<file path="config.mk">
export PLATFORM = sky130hd
export DESIGN_NAME = riscv_fetch_queue_flat
export DESIGN_NICKNAME = d
export VERILOG_FILES = /design/src/rtl/riscv_fetch_queue_if.sv /design/src/rtl/riscv_fetch_queue.sv /design/src/flat_wrapper.sv
export SDC_FILE = /design/constraint.sdc
export NUM_CORES = 1
export LEC_CHECK = 0
export BUFFER_PORTS_ARGS = -buffer_cell sky130_fd_sc_hd__clkbuf_2
export CAP_MARGIN = 10
export CORE_MARGIN = 10
export CORE_UTILIZATION = 50
export DETAILED_ROUTE_END_ITERATION = 8
export PLACE_DENSITY = 0.73
export SLEW_MARGIN = 25
export SYNTH_ARGS = -nofsm -noshare
export SYNTH_HDL_FRONTEND = slang
export SYNTH_SLANG_ARGS = --single-unit
</file>
<file path="constraint.sdc">
create_clock -name CLOCK_50 -period 6 [get_ports CLOCK_50]
set_clock_uncertainty 0.1 [all_clocks]
set_input_delay 0.9 -clock CLOCK_50 [delete_from_list [all_inputs] [get_ports CLOCK_50]]
set_output_delay 0.9 -clock CLOCK_50 [all_outputs]
set_load 0.02 [all_outputs]
</file>
<file path="src/rtl/riscv_fetch_queue_if.sv">
// Fetch-queue bus bundle: instruction RAM port, branch redirect, decode-side
// valid/ready handshake and fetch status. The master side is the fetch queue.
interface riscv_fetch_queue_if;
  logic [31:0] imem_index;
  logic [31:0] imem_rdata;
  logic        redirect_valid;
  logic [31:0] redirect_pc;
  logic        instr_valid;
  logic [31:0] instr;
  logic [31:0] instr_pc;
  logic        instr_ready;
  logic        halted;
  logic [31:0] fetch_count;

  modport master (
    output imem_index,
    input  imem_rdata,
    input  redirect_valid,
    input  redirect_pc,
    output instr_valid,
    output instr,
    output instr_pc,
    input  instr_ready,
    output halted,
    output fetch_count
  );

  modport slave (
    input  imem_index,
    output imem_rdata,
    output redirect_valid,
    output redirect_pc,
    input  instr_valid,
    input  instr,
    input  instr_pc,
    output instr_ready,
    input  halted,
    input  fetch_count
  );
endinterface

</file>
<file path="src/rtl/riscv_fetch_queue.sv">
// Instruction-fetch front end: walks instruction memory through a combinational
// RAM port, buffers {pc, instr} pairs in a small FIFO for the decode side, is
// flushed and restarted by branch redirects, and stops after fetching the EOF word.
module riscv_fetch_queue #(
  parameter int unsigned DEPTH      = 4,
  parameter int unsigned IMEM_WORDS = 35,
  parameter logic [31:0] RESET_PC   = 32'h0000_0000,
  parameter logic [31:0] EOF_WORD   = 32'hFFFF_FFFF
) (
  input logic            CLOCK_50,
  input logic            reset,
  riscv_fetch_queue_if.master bus
);

  localparam int unsigned       PTR_W      = (DEPTH > 1) ? $clog2(DEPTH) : 1;
  localparam int unsigned       CNT_W      = PTR_W + 1;
  localparam logic [CNT_W-1:0]  FULL_CNT   = CNT_W'(DEPTH);
  localparam logic [31:0]       IMEM_LIMIT = 32'(IMEM_WORDS);

  localparam logic [0:0] ST_RUN  = 1'b0;
  localparam logic [0:0] ST_HALT = 1'b1;

  logic [31:0]      fpc;
  logic [0:0]       state;
  logic [CNT_W-1:0] count;
  logic [PTR_W-1:0] wr_ptr;
  logic [PTR_W-1:0] rd_ptr;
  logic [31:0]      fetch_total;

  // Queue storage holds data only; validity is tracked by count, so no reset.
  logic [31:0] pc_mem   [DEPTH];
  logic [31:0] word_mem [DEPTH];

  logic [31:0] word_idx;
  logic [31:0] fetch_word;
  logic [31:0] redirect_target;
  logic        in_range;
  logic        queue_nonempty;
  logic        pop;
  logic        push;

  // Words past the end of instruction memory (including fpc wrap) read as EOF.
  function automatic logic [31:0] bounded_word(input logic [31:0] rdata,
                                               input logic        hit);
    return hit ? rdata : EOF_WORD;
  endfunction

  assign word_idx        = {2'b00, fpc[31:2]};
  assign in_range        = (word_idx < IMEM_LIMIT);
  assign fetch_word      = bounded_word(bus.imem_rdata, in_range);
  assign redirect_target = bus.redirect_pc & 32'hFFFF_FFFC;
  assign queue_nonempty  = (count != '0);

  // A redirect discards the head rather than consuming it, and blocks the push.
  assign pop  = queue_nonempty && bus.instr_ready && !bus.redirect_valid;
  assign push = (state == ST_RUN) && !bus.redirect_valid && ((count < FULL_CNT) || pop);

  // Control state: fetch pointer, FSM, FIFO pointers/occupancy and fetch counter.
  always_ff @(posedge CLOCK_50 or posedge reset) begin
    if (reset) begin
      fpc         <= RESET_PC;
      state       <= ST_RUN;
      count       <= '0;
      wr_ptr      <= '0;
      rd_ptr      <= '0;
      fetch_total <= '0;
    end else if (bus.redirect_valid) begin
      fpc    <= redirect_target;
      state  <= ST_RUN;
      count  <= '0;
      wr_ptr <= '0;
      rd_ptr <= '0;
    end else begin
      if (push) begin
        fpc         <= fpc + 32'd4;
        wr_ptr      <= wr_ptr + PTR_W'(1);
        fetch_total <= fetch_total + 32'd1;
        if (fetch_word == EOF_WORD) begin
          state <= ST_HALT;
        end
      end
      if (pop) begin
        rd_ptr <= rd_ptr + PTR_W'(1);
      end
      case ({push, pop})
        2'b10:   count <= count + CNT_W'(1);
        2'b01:   count <= count - CNT_W'(1);
        default: count <= count;
      endcase
    end
  end

  // Write the fetched {pc, word} pair into the tail slot.
  always_ff @(posedge CLOCK_50) begin
    if (push) begin
      pc_mem[wr_ptr]   <= fpc;
      word_mem[wr_ptr] <= fetch_word;
    end
  end

  assign bus.imem_index  = word_idx;
  assign bus.instr_valid = queue_nonempty;
  assign bus.instr       = word_mem[rd_ptr];
  assign bus.instr_pc    = pc_mem[rd_ptr];
  assign bus.halted      = (state == ST_HALT);
  assign bus.fetch_count = fetch_total;

endmodule

</file>
<file path="src/flat_wrapper.sv">
// flat-port wrapper written by rule: the top's interface ports become plain ports
module riscv_fetch_queue_flat 
#(
  parameter int unsigned DEPTH      = 4,
  parameter int unsigned IMEM_WORDS = 35,
  parameter logic [31:0] RESET_PC   = 32'h0000_0000,
  parameter logic [31:0] EOF_WORD   = 32'hFFFF_FFFF
)
  (CLOCK_50, reset, bus_imem_index, bus_imem_rdata, bus_redirect_valid, bus_redirect_pc, bus_instr_valid, bus_instr, bus_instr_pc, bus_instr_ready, bus_halted, bus_fetch_count);
  riscv_fetch_queue_if bus_i ();
  input logic CLOCK_50;
  input logic reset;
  output wire logic [$bits(bus_i.imem_index)-1:0] bus_imem_index;
  input wire logic [$bits(bus_i.imem_rdata)-1:0] bus_imem_rdata;
  input wire logic [$bits(bus_i.redirect_valid)-1:0] bus_redirect_valid;
  input wire logic [$bits(bus_i.redirect_pc)-1:0] bus_redirect_pc;
  output wire logic [$bits(bus_i.instr_valid)-1:0] bus_instr_valid;
  output wire logic [$bits(bus_i.instr)-1:0] bus_instr;
  output wire logic [$bits(bus_i.instr_pc)-1:0] bus_instr_pc;
  input wire logic [$bits(bus_i.instr_ready)-1:0] bus_instr_ready;
  output wire logic [$bits(bus_i.halted)-1:0] bus_halted;
  output wire logic [$bits(bus_i.fetch_count)-1:0] bus_fetch_count;
  assign bus_imem_index = bus_i.imem_index;
  assign bus_i.imem_rdata = bus_imem_rdata;
  assign bus_i.redirect_valid = bus_redirect_valid;
  assign bus_i.redirect_pc = bus_redirect_pc;
  assign bus_instr_valid = bus_i.instr_valid;
  assign bus_instr = bus_i.instr;
  assign bus_instr_pc = bus_i.instr_pc;
  assign bus_i.instr_ready = bus_instr_ready;
  assign bus_halted = bus_i.halted;
  assign bus_fetch_count = bus_i.fetch_count;
  riscv_fetch_queue #(.DEPTH(DEPTH), .IMEM_WORDS(IMEM_WORDS), .RESET_PC(RESET_PC), .EOF_WORD(EOF_WORD)) u_core (.CLOCK_50(CLOCK_50), .reset(reset), .bus(bus_i));
endmodule
</file>
Yosys cells after proc, flatten, opt, wreduce, memory -nomap -nowiden --
Memories as Yosys holds them, arrays and structs flattened. Index checks and enable logic that the tools add are counted.
Storage, ports and cells: word-level logic and storage cells 48, RAM bits 256, register bits 72, latch bits 0, ROM bits 0, output and inout port bits 130, memories 2, input bits 68
Cells by class: $lt $le $gt $ge 2, reductions and logical operators 13, $mul 0, shift-type cells 0, bitwise logic cells 2, div/mod/pow operators 0, muxes and demuxes 14, add/subtract/negate cells 6, equality and inequality tests 3
Memory list:
- u_core.pc_mem | depth 4, bits a word 32, rd ports 1, clocked after memory_dff 0, wr ports 1, RTL line riscv_fetch_queue.sv:31 | logic [31:0] pc_mem [DEPTH];
- u_core.word_mem | depth 4, bits a word 32, rd ports 1, clocked after memory_dff 0, wr ports 1, RTL line riscv_fetch_queue.sv:32 | logic [31:0] word_mem [DEPTH];
Operators with widths (count):
- $mux 32 | 3
- $add 32x1->32 const B | 1
- $add 32x3->32 const B | 1
- $eq 32x32->1 const B | 1
- $lt 30x6->1 const B | 1
- $mux 2 | 4
- $pmux 3 s2 | 1
- $reduce_bool 2->1 | 3
- $reduce_bool 3->1 | 2
- $mux 1 | 5
- $add 2x1->2 const B | 2
- $logic_and 1x1->1 | 4
- $reduce_and 2->1 | 2
- $add 3x1->3 const B | 1
- $lt 3x3->1 const B | 1
- $mux 3 | 1
- $sub 3x1->3 const B | 1
- $eq 2x1->1 const B | 1
- $eq 2x2->1 const B | 1
- $not 1->1 | 2
- $logic_not 1->1 | 1
- $logic_or 1x1->1 | 1

Longest topological paths before layout --
Gate-level depths: netlist of run 1.
word-level depth 8, mapped depth 10

Least setup slack after synthesis of run 1 --
Ideal clock, no wire load.
path type input -> register, from input bus_redirect_valid, to memory u_core.pc_mem[0][10], enable pin, setup slack 2694 ps, path buffers 1, stages 3, arrival 2780 ps, required time 5473 ps, path through buf_2 > nor2_2 > and3_1
On the way: longest elaborated chain between the ends 6, elaborated cells on any way between the ends 7, those cells by class mux: 2; reduce/logical: 5
Ends and longest elaborated chain:
- from (decl) | RTL line flat_wrapper.sv:15 | input wire logic [$bits(bus_i.redirect_valid)-1:0] bus_redirect_valid;
- $logic_not 1->1 * | RTL line riscv_fetch_queue.sv:55, riscv_fetch_queue.sv:56
- $logic_and 1x1->1 | RTL line riscv_fetch_queue.sv:55 | assign pop = queue_nonempty && bus.instr_ready && !bus.redirect_valid;
- $logic_or 1x1->1 | RTL line riscv_fetch_queue.sv:56 | assign push = (state == ST_RUN) && !bus.redirect_valid && ((count < FULL_CNT) || pop);
- $logic_and 1x1->1 * | RTL line riscv_fetch_queue.sv:56
- $mux 1 * | RTL line riscv_fetch_queue.sv:95 | if (push) begin
- $mux 1 (implied by the code) * | RTL line riscv_fetch_queue.sv:96 | pc_mem[wr_ptr] <= fpc;
- to (decl) | RTL line riscv_fetch_queue.sv:31
Mark *: on every way between the ends. The rest lies on a longest branch, timed or not.

Final worst setup path of run 1 --
from register u_core.rd_ptr[1], to output bus_instr_pc[7]
On the way: longest elaborated chain between the ends 1
Ends and longest elaborated chain:
- from (decl) | RTL line riscv_fetch_queue.sv:27 | logic [PTR_W-1:0] rd_ptr;
- from (signal assigned) | RTL line riscv_fetch_queue.sv:83 | rd_ptr <= rd_ptr + PTR_W'(1);
- $mem_v2 4x32
- to (decl) | RTL line flat_wrapper.sv:19 | output wire logic [$bits(bus_i.instr_pc)-1:0] bus_instr_pc;
No other way between the ends.

==> results of run 1 <==
-- placed cells by master, fill, tap and decap left out, drive strengths merged, types with 3 or more instances in the layout --
cell	instances
a21oi	6
and2	6
and3	20
and4	13
buf	12
bufinv	4
clkbuf	233
clkinv	13
conb	4
dfrtp	70
edfxtp	248
ha	6
inv	8
mux2i	3
mux4	62
nand2	46
nand3	25
nand4	30
nor2	19
nor2b	3
nor3	5
nor4	11
o211ai	3
o21ai	27
or3	34
xnor2	28
xor2	31
-- flip-flops by register name, indices dropped and copies added (netlist names) --
| name | cells |
|---|---|
| u_core.rd_ptr | 2 |
| u_core.wr_ptr | 2 |
| u_core.count | 3 |
| u_core.bus.halted | 1 |
| u_core.fpc | 30 |
| u_core.bus.fetch_count | 32 |
| u_core.word_mem | 128 |
| u_core.pc_mem | 120 |
-- cells by family after synthesis --
logic type / Yosys count
adders and majority gates: 7
buffers and inverters: 45
and+or+nand+nor: 215
other: 1
DFF: 318
AOI/OAI and AO/OA: 43
xor gates and xnor gates: 59
muxes: 66
-- stage by stage --
| stage | hold WS (ps) | std cells | instance area, µm² | utilization |
|---|---|---|---|---|
| 2_1_floorplan | 439 | 757 | 12900 | - |
| 3_3_place_gp | 366 | 1248 | 14200 | 0.561 |
| 3_5_place_dp | 377 | 1248 | 14200 | 0.561 |
| 4_1_cts | 389 | 1309 | 15300 | 0.605 |
| 5_1_grt | 421 | 1312 | 15400 | 0.607 |
| 6_report | 384 | 1313 | 15400 | 0.608 |
-- layer usage --
layer  share of wire  up-vias  global-route usage  routed length, µm
met2            0.49      248               0.295              14400
met4           0.015        4              0.0407                435
li1                -     3364                   -                  -
met5          0.0011        -                   0                 32
met3           0.086       36              0.0589               2550
met1            0.41     3816               0.227              12200
-- final cells by class --
cell class | count | share of cell area
Clock inverter | 19 | 0.0125
Multi-Input combinational cell | 394 | 0.231
Inverter | 6 | 0.00146
Tap cell | 330 | 0.0268
Clock buffer | 42 | 0.0586
Timing Repair Buffer | 203 | 0.0714
Sequential cell | 318 | 0.598
Antenna cell | 1 | 0.000163
-- worst max path at each step --
stage / startpoint / end / slack (ps)
4_1_cts: u_core.rd_ptr[0] / bus_instr[10] / 2040
2_1_floorplan: bus_redirect_valid / u_core.pc_mem[0][10] / 2690
5_1_grt: u_core.rd_ptr[1] / bus_instr_pc[7] / 2190
3_5_place_dp: bus_redirect_valid / u_core.pc_mem[1][11] / 2440
3_3_place_gp: bus_redirect_valid / u_core.pc_mem[1][9] / 2440
6_report: u_core.rd_ptr[1] / bus_instr_pc[7] / 2320
-- where the power goes --
part	switching, mW	total [mW]	internal (mW)	leakage, nW
combinational	0.720	1.20	0.477	1.88
sequential	0.188	2.79	2.60	2.91
clock	0.800	2.04	1.24	0.537
==> summary.txt, run 1 <==
Cells and area
  • Area Overhead vs Synth: 18.9%
  • Seq. cell area: 9200 µm²
  • Fin nets: 1,032
  • Fillers: 1,858
  • Share of layout cells above drive strength 1: 0.334
  • Area of the multi-input gates: 3550 µm²

STA
  • Min cycle time layout: 3680 ps
  • Relative slew slack: 0.328
  • RSZ-0062 raised after global routing: no
  • Fmax: 0.272 GHz
  • Setup ws final: 2320 ps
  • Setup Viol. Count Final: 0
  • Max-slew violations: 0
  • Setup_tns: 0 ps
  • Period utilisation layout: 0.613
  • Worst-Margin Slew: 1010 ps
  • Final-report hold violation count: 0

Clock tree
  • CTS tree: yes
  • Post-cts resize count: 0
  • Clk buf depth: 3
  • Postcts setup bufs: 0
  • Clock root cell: clkbuf_16
  • # clock sinks: 318
  • CTS Buf Count: 34
  • Hold_buf cts: 0
  • Clk_lat worst skew: 500 ps
  • Number of H-tree levels: 2
  • Clk pin slew, worst setup/hold paths: 60 ps

Hold path
  • Hold_sp: u_core.bus.fetch_count[31]
  • Hold Crit Class: reg2reg
  • Worst Hold End: u_core.bus.fetch_count[31]
  • Hold Path Depth: 1

Global routing
  • Largest net degree at the start of global routing: 71
  • Gr ovfl total: 0
  • Vias in the first global route: 7,910
  • First-pass GRT wire length: 46,500 µm
  • GRT Total Usage: 0.179
  • Initial antenna violation count: 3

Setup path
  • CP endpoint kind: primary output
  • CP top delay family: flip-flops
  • Crit Reg-Reg Startpoint: u_core.bus.halted
  • WS Path Type: reg2out
  • Reg-to-Reg End: u_core.word_mem[1][26]
  • Levels on crit path: 3
  • Critical Path AT: 2680 ps
  • R2r worst-path depth: 3
  • R2R setup slack: 3290 ps
  • Worst Setup Start Kind: flip-flop
  • Buf+Inv Stages, Crit Path: 2
  • Critical Path RT: 5000 ps
  • Slowest CP cell: dfrtp_2
  • CP peak stage delay: 1030 ps
  • Worst Path Max Fanout: 38
  • CP cell instances: buf_4, mux4_2, clkbuf_2

Routing
  • # DRC: 0
  • Detail Route Antenna Nets: 0
  • DR vias: 7,468
  • Routed wire length per instance: 22.6 µm
  • Vias/cell: 5.69
  • Final wirelength: 29,600 µm
  • TritonRoute pass-1 iters: 4
  • Initial DRC Count: 520

Yosys
  • Asr flop ratio synth: 0.220
  • Post-synth EDFFs: 248
  • Main synth FF type: edfxtp_1
  • Largest family of logic cells by synthesized area: multiplexers
  • Dominant cells by area after synthesis: edfxtp_1 (58%), dfrtp_1 (14%), mux4_2 (11%), xor2_1 (2.1%), xnor2_1 (1.9%)
  • Mean Syn Cell Area: 17.2 µm²
  • Post-synthesis simple-gate area fraction: 0.0951
  • Synth top area share: 0.576
  • Distinct cells, synth: 45
  • Mux share of post-synthesis cell area: 0.111
  • Commonest cells post-synth: edfxtp_1 (248), dfrtp_1 (70), mux4_2 (62)
  • Synth Area in XOR/XNOR: 0.0399
  • Synth Area in Compound Gates: 0.0191
  • Synth warnings: 0
  • Register area share after synthesis: 0.711
  • Mapped cell area: 12,900 µm²
  • Adder-Cell Fraction of Synth Area: 0.00735
  • Most frequent cell after synthesis: edfxtp_1
  • Synthesis-stage register bit count: 318
  • Gate count after technology mapping: 754
  • Area leader, netlist: edfxtp_1

Placement
  • GPL Wtd Cong: 0.796
  • DP Worst Slack: 2440 ps
  • PortBufs: 191
  • Hpwl dp: 19,100 µm

Power and ir drop
  • Tot Pwr: 6.03 mW
  • Leak Pwr: 5.32 nW
  • Max VDD drop: 0.184 mV
  • PwrDens: 392 nW/µm²

Floorplanning
  • Chip Width: 181 µm
  • Die area: 32,700 µm²
  • Initial Utilization: 0.511
  • Die Ht: 181 µm
  • Core ar.: 25,300 µm²
  • I/O Pins: 198
  • Row count: 58

Run
  • Max-cap viol count: 0

Status
  • Status: completed
(Power assumes the default switching activity.)
==> run 2: changes to the inputs <==
--- a/config.mk
+++ b/config.mk
@@ -5,12 +5,13 @@
 export SDC_FILE = /design/constraint.sdc
 export NUM_CORES = 1
 export LEC_CHECK = 0
+export ABC_AREA = 1
 export BUFFER_PORTS_ARGS = -buffer_cell sky130_fd_sc_hd__clkbuf_2
 export CAP_MARGIN = 10
 export CORE_MARGIN = 10
 export CORE_UTILIZATION = 50
 export DETAILED_ROUTE_END_ITERATION = 8
-export PLACE_DENSITY = 0.73
+export PLACE_DENSITY = 0.75
 export SLEW_MARGIN = 25
 export SYNTH_ARGS = -nofsm -noshare
 export SYNTH_HDL_FRONTEND = slang
==> constraint.sdc (replaced) <==
create_clock -name CLOCK_50 -period 3.35 [get_ports CLOCK_50]
set_clock_uncertainty 0.1 [all_clocks]
set_input_delay 0.5025 -clock CLOCK_50 [delete_from_list [all_inputs] [get_ports CLOCK_50]]
set_output_delay 0.5025 -clock CLOCK_50 [all_outputs]
set_load 0.02 [all_outputs]
==> run 2 against run 1 <==
Compared with the run above:
- area after synthesis rose by 6.7%
- largest power group unchanged
- combinational power rose by 130%
- register-to-register slack got worse by 2500 ps
- flip-flop and latch count did not move
- critical endpoint is now bus_instr_pc[13]
- routed wire length rose by 11%
- power rose by 88%
- clock power rose by 61%
- hold slack got worse by 320 ps
- synthesized cell count rose by 65%
- first-iteration DRC count rose by 17%
- design area rose by 5.2%
- sequential share of layout area fell by 3.0 points
==> summary.txt, run 2 <==
Status
  • Status: completed

Yosys
  • Synth warnings: 0
  • Synthesis-stage register bit count: 318
  • Commonest cells post-synth: edfxtp_1 (248), nand2_1 (180), nor2_1 (179)
  • Dominant cells by area after synthesis: edfxtp_1 (54%), dfrtp_1 (13%), o21ai_0 (5.2%), nand2_1 (4.9%), nor2_1 (4.9%)
  • Mapped cell area: 13,800 µm²
  • Mean Syn Cell Area: 11.1 µm²
  • Area leader, netlist: edfxtp_1
  • Most frequent cell after synthesis: edfxtp_1
  • Gate count after technology mapping: 1,241
  • Asr flop ratio synth: 0.220
  • Register area share after synthesis: 0.667
  • Main synth FF type: edfxtp_1
  • Synth top area share: 0.540
  • Post-synth EDFFs: 248
  • Distinct cells, synth: 42

STA
  • Final-report hold violation count: 0
  • Setup Viol. Count Final: 0
  • Fmax: 0.323 GHz
  • Max-slew violations: 0
  • Period utilisation layout: 0.923
  • Relative slew slack: 0.305
  • Min cycle time layout: 3090 ps
  • Worst-Margin Slew: 1040 ps
  • RSZ-0062 raised after global routing: no

Floorplanning
  • Die area: 34,600 µm²
  • Chip Width: 186 µm
  • Row count: 60
  • Die Ht: 186 µm
  • I/O Pins: 198
  • Core ar.: 27,000 µm²
  • Initial Utilization: 0.511

Run
  • Max-cap viol count: 0

Setup path
  • Worst Setup Start Kind: flip-flop
  • WS Path Type: reg2out
  • Critical Path RT: 2750 ps
  • Worst Path Max Fanout: 54
  • Critical Path AT: 2490 ps
  • CP endpoint kind: primary output

Power and ir drop
  • Leak Pwr: 6.17 nW
  • PwrDens: 699 nW/µm²
  • Max VDD drop: 0.391 mV

Cells and area
  • Max reg flops: 128
  • Share of layout cells above drive strength 1: 0.207
  • Fin nets: 1,506
  • Fillers: 2,170
  • Fin cells: 1,797
  • Largest Register: u_core.word_mem
  • Final Cell Area: 16,200 µm²
  • Area Overhead vs Synth: 17.4%
  • Most frequent cells in the layout: edfxtp_1 (248), clkbuf_2 (191), nand2_1 (180), nor2_1 (175), o21ai_0 (143)
  • Commonest non-fill, non-tap cell in the layout: edfxtp_1

Hold path
  • Hold Crit Class: in2reg

Global routing
  • Gr ovfl total: 0
  • GRT Total Usage: 0.189
  • Largest net degree at the start of global routing: 81
  • Vias in the first global route: 9,713
  • Initial antenna violation count: 3
  • First-pass GRT wire length: 52,000 µm

Routing
  • TritonRoute pass-1 iters: 5
  • Initial DRC Count: 606
  • # DRC: 0
  • Detail Route Antenna Nets: 0
  • Routed wire length per instance: 18.4 µm
  • DR vias: 9,797
  • Vias/cell: 5.45
  • Final wirelength: 33,000 µm

Placement
  • PortBufs: 191
  • GPL Wtd Cong: 0.888
  • Hpwl dp: 21,700 µm
  • Placed cell area: 15,200 µm²
  • Dpl cells: 1,738

Clock tree
  • Postcts setup bufs: 0
  • Clock root cell: clkbuf_16
  • CTS Buf Count: 31
  • CTS tree: yes
  • Clk buf depth: 3
  • Clk pin slew, worst setup/hold paths: 60 ps
  • Clk_lat worst skew: 550 ps
  • # clock sinks: 318
  • Number of H-tree levels: 1
[run 2: changes by cell type after synthesis, sizes merged, moves of 13 or more]
cell	previous run	this run
nor2	19	189
nand2	46	189
o21ai	27	146
inv	6	100
o22ai	0	64
mux4	62	0
or3	34	0
and3	20	0
nor3	5	25
nand4	30	12
clkbuf	21	38
and4	13	0
nand3	25	38
[run 2: final cells by class]
type | instances | area, µm² | share of cell area
Sequential cell | 318 | 9200 | 0.568
Multi-Input combinational cell | 765 | 4020 | 0.248
Timing Repair Buffer | 213 | 1200 | 0.0740
Clock buffer | 40 | 830 | 0.0512
Tap cell | 341 | 427 | 0.0263
Inverter | 102 | 384 | 0.0237
Clock inverter | 17 | 131 | 0.00811
Antenna cell | 1 | 2.50 | 0.000155
[run 2: logic make-up after synthesis]
family,share of synthesized area
AND/OR/NAND/NOR,0.147
XOR/XNOR,0.0334
buffers and inverters,0.0464
adder cells (fa/ha/maj),0.00689
AO/OA/AOI/OAI,0.0996
other,0.000272
flip-flops,0.667
[run 2: routing by layer]
metal	part of all wire	wire length, µm	up-vias	global-route usage
met4	0.022	719	4	0.0539
met3	0.092	3050	56	0.0495
met5	0.00064	21	-	0
met1	0.40	13300	4713	0.241
li1	-	-	4691	-
met2	0.48	15900	333	0.313
[run 2: where the power goes]
group / switching (mW) / internal (mW)
logic: 1.96 / 0.809
registers: 0.465 / 4.80
clock network: 1.40 / 1.89
total: 3.83 / 7.50
[run 2: through the flow]
stage | worst slack [ps] | util | power [mW] | setup TNS, ps | hold WS, ps
2_1_floorplan | -858 | - | 7.03 | -212850 | 414
3_3_place_gp | 787 | 0.563 | 8.10 | 0 | 387
3_5_place_dp | 807 | 0.563 | 8.16 | 0 | 393
4_1_cts | 199 | 0.599 | 11.4 | 0 | 48.0
5_1_grt | 36.9 | 0.599 | 11.9 | 0 | 69.7
6_report | 257 | 0.599 | 11.3 | 0 | 68.1
[run 2: repair_timing]
item,in CTS,in global routing
hold buffers,1,0
endpoints found under the setup margin,0,0
resized for setup,0,0
endpoints found under the hold margin,32,0
[run 2: critical path, cell delays in order, from the launching register on]
cell and delay [ps]:
dfrtp_2 780, inv_2 170, buf_4 360, o21ai_0 180, o22ai_1 200, clkbuf_2 210
[run 2: final timing paths]
path | start | to | slack [ps] | cells past startpoint
setup / recovery | u_core.rd_ptr[1] | bus_instr_pc[13] | 260 | 5
max in group asynchronous | reset | u_core.rd_ptr[0] | 1960 | 4
min in group asynchronous | reset | u_core.bus.fetch_count[17] | 520 | 3
hold reg to reg | u_core.bus.fetch_count[24] | u_core.bus.fetch_count[24] | 410 | 1
setup reg to reg | u_core.fpc[2] | u_core.bus.halted | 770 | 12
hold / removal | bus_redirect_pc[13] | u_core.fpc[13] | 70 | 3
==> run 3: changes to the inputs <==
--- a/config.mk
+++ b/config.mk
@@ -11,6 +11,7 @@
 export CORE_MARGIN = 10
 export CORE_UTILIZATION = 50
 export DETAILED_ROUTE_END_ITERATION = 8
+export GPL_TIMING_DRIVEN = 0
 export PLACE_DENSITY = 0.75
 export SLEW_MARGIN = 25
 export SYNTH_ARGS = -nofsm -noshare
==> run 3 against run 2 <==
Compared with the run above:
- sequential power fell by 1%
- via count is 5.2% higher
- final cell count is 3.2% higher
- design area rose by 3.0%
- first-iteration DRC count is 53% higher
- setup slack better by 11 ps
- highest routed layer unchanged
- combinational power is 13% higher
- largest power group unchanged
- register-to-register slack got worse by 150 ps
- clock-buffer cell count is 6 higher
- non-clock buffer count grew 52
==> summary.txt, run 3 (synthesized netlist as in run 2, its figures left out) <==
Floorplanning
  • Core ar.: 27,000 µm²
  • Die Ht: 186 µm
  • Die area: 34,600 µm²
  • Initial Utilization: 0.511
  • Chip Width: 186 µm
  • I/O Pins: 198
  • Row count: 60

Run
  • Max-cap viol count: 0

Placement
  • PortBufs: 191
  • Hpwl dp: 25,900 µm
  • GPL Wtd Cong: 0.886

Global routing
  • First-pass GRT wire length: 56,600 µm
  • Largest net degree at the start of global routing: 52
  • Initial antenna violation count: 3
  • Vias in the first global route: 10.2k
  • GRT Total Usage: 0.211
  • Gr ovfl total: 0

Cells and area
  • Most frequent cells in the layout: edfxtp_1 (248), clkbuf_2 (197), nand2_1 (180), nor2_1 (175), o21ai_0 (143)
  • Layout Utilization: 0.617
  • Fin nets: 1,561
  • Share of layout cells above drive strength 1: 0.216
  • Largest Register: u_core.word_mem
  • Commonest non-fill, non-tap cell in the layout: edfxtp_1
  • Fillers: 2,122
  • Max reg flops: 128
  • Area Overhead vs Synth: 20.9%

STA
  • Max-slew violations: 0
  • Fmax: 0.324 GHz
  • Setup Viol. Count Final: 0
  • Relative slew slack: 0.544
  • Period utilisation layout: 0.920
  • Setup_tns: 0 ps
  • Final-report hold violation count: 0
  • RSZ-0062 raised after global routing: no
  • Worst-Margin Slew: 682 ps
  • Min cycle time layout: 3080 ps

Hold path
  • Hold Path Depth: 3
  • Hold_sp: bus_redirect_pc[13]
  • Worst Hold End: u_core.fpc[13]
  • Hold Crit Class: in2reg

Power and ir drop
  • Clock share of power: 0.302
  • Leak Pwr: 6.41 nW
  • Max VDD drop: 0.360 mV
  • Power Internal: 7.78 mW
  • Net Sw Frac: 0.348
  • Flop pwr share: 0.436
  • Psw: 4.16 mW
  • Combinational Power Share: 0.262
  • PwrDens: 716 nW/µm²

Clock tree
  • Clk pin slew, worst setup/hold paths: 60 ps
  • CTS Buf Count: 34
  • Clk buf depth: 3
  • Number of H-tree levels: 2
  • Postcts setup bufs: 0
  • Clk_lat worst skew: 520 ps
  • # clock sinks: 318
  • Clock root cell: clkbuf_16
  • CTS tree: yes

Setup path
  • CP endpoint kind: primary output
  • Critical Path RT: 2750 ps
  • Reg-to-Reg End: u_core.word_mem[2][18]
  • Critical Path AT: 2480 ps
  • WS Path Type: reg2out
  • Worst Path Max Fanout: 10
  • R2r worst-path depth: 9
  • R2R setup slack: 620 ps
  • Crit Reg-Reg Startpoint: u_core.fpc[2]
  • Worst Setup Start Kind: flip-flop

Routing
  • Routed wire length per instance: 20.0 µm
  • Vias/cell: 5.56
  • # DRC: 0
  • Initial DRC Count: 928
  • DR vias: 10.3k
  • Detail Route Antenna Nets: 0
  • TritonRoute pass-1 iters: 5
  • Final wirelength: 37,000 µm

Status
  • Status: completed
[run 3: cell type report]
cell class | count | area [µm²] | share of cell area
inverter | 102 | 389 | 0.0233
multi-input combinational | 765 | 4000 | 0.240
sequential | 318 | 9200 | 0.551
buffer | 59 | 265 | 0.0159
clock inverter | 16 | 141 | 0.00848
antenna | 1 | 2.50 | 0.000150
tap | 341 | 427 | 0.0256
clock buffer | 46 | 937 | 0.0562
timing repair buffer | 206 | 1320 | 0.0791
[run 3: worst max-delay path: stages, from the launching register on]
cell and delay [ps]:
dfrtp_1 360, clkbuf_1 230, clkinv_1 270, clkbuf_1 430
o21ai_0 170, o22ai_1 270, clkbuf_2 230
[run 3: worst max path at each step]
stage / to / startpoint / cells past startpoint / slack, ps
after floorplan: u_core.pc_mem[0][10] / bus_redirect_valid / 5 / -860
after detailed placement: bus_instr[25] / u_core.rd_ptr[0] / 6 / 530
after global routing: bus_instr[25] / u_core.rd_ptr[1] / 6 / 70
after CTS: bus_instr[25] / u_core.rd_ptr[0] / 7 / 90
final: bus_instr_pc[13] / u_core.rd_ptr[1] / 6 / 270
after global placement: u_core.word_mem[0][8] / bus_redirect_valid / 6 / -3130
[run 3: power groups by stage]
stage               clock, mW  combinational (mW)  sequential [mW]
floorplan                   0                1.67             5.36
global placement            0                2.89             5.33
detailed placement          0                3.12             5.28
CTS                      3.63                3.15             5.21
global route             3.80                3.40             5.27
finish                   3.60                3.13             5.21
[run 3: routing by layer]
layer	global-route usage	vias to the layer above	routed length, µm
li1	-	4814	-
met1	0.258	4982	14100
met2	0.359	442	18500
met3	0.0567	65	3480
met4	0.0626	4	941
met5	0	-	23
[run 3: what timing repair did]
action	CTS	global route
pin swaps	0	0
setup endpoints to repair	11	3
endpoints found under the hold margin	19	0
gates resized for setup	2	9
hold buffers	1	0
[run 3: metrics by stage]
step / total power [mW] / instances / setup WS [ps] / hold slack (ps) / area [µm²]
after floorplan: 7.03 / 1244 / -858 / 414 / 13800
after global placement: 8.22 / 1776 / -3130 / 385 / 15200
after detailed placement: 8.40 / 1790 / 534 / 364 / 15600
after CTS: 12.0 / 1853 / 91.6 / 103 / 16700
after global routing: 12.5 / 1853 / 71.3 / 127 / 16700
final: 11.9 / 1854 / 268 / 108 / 16700
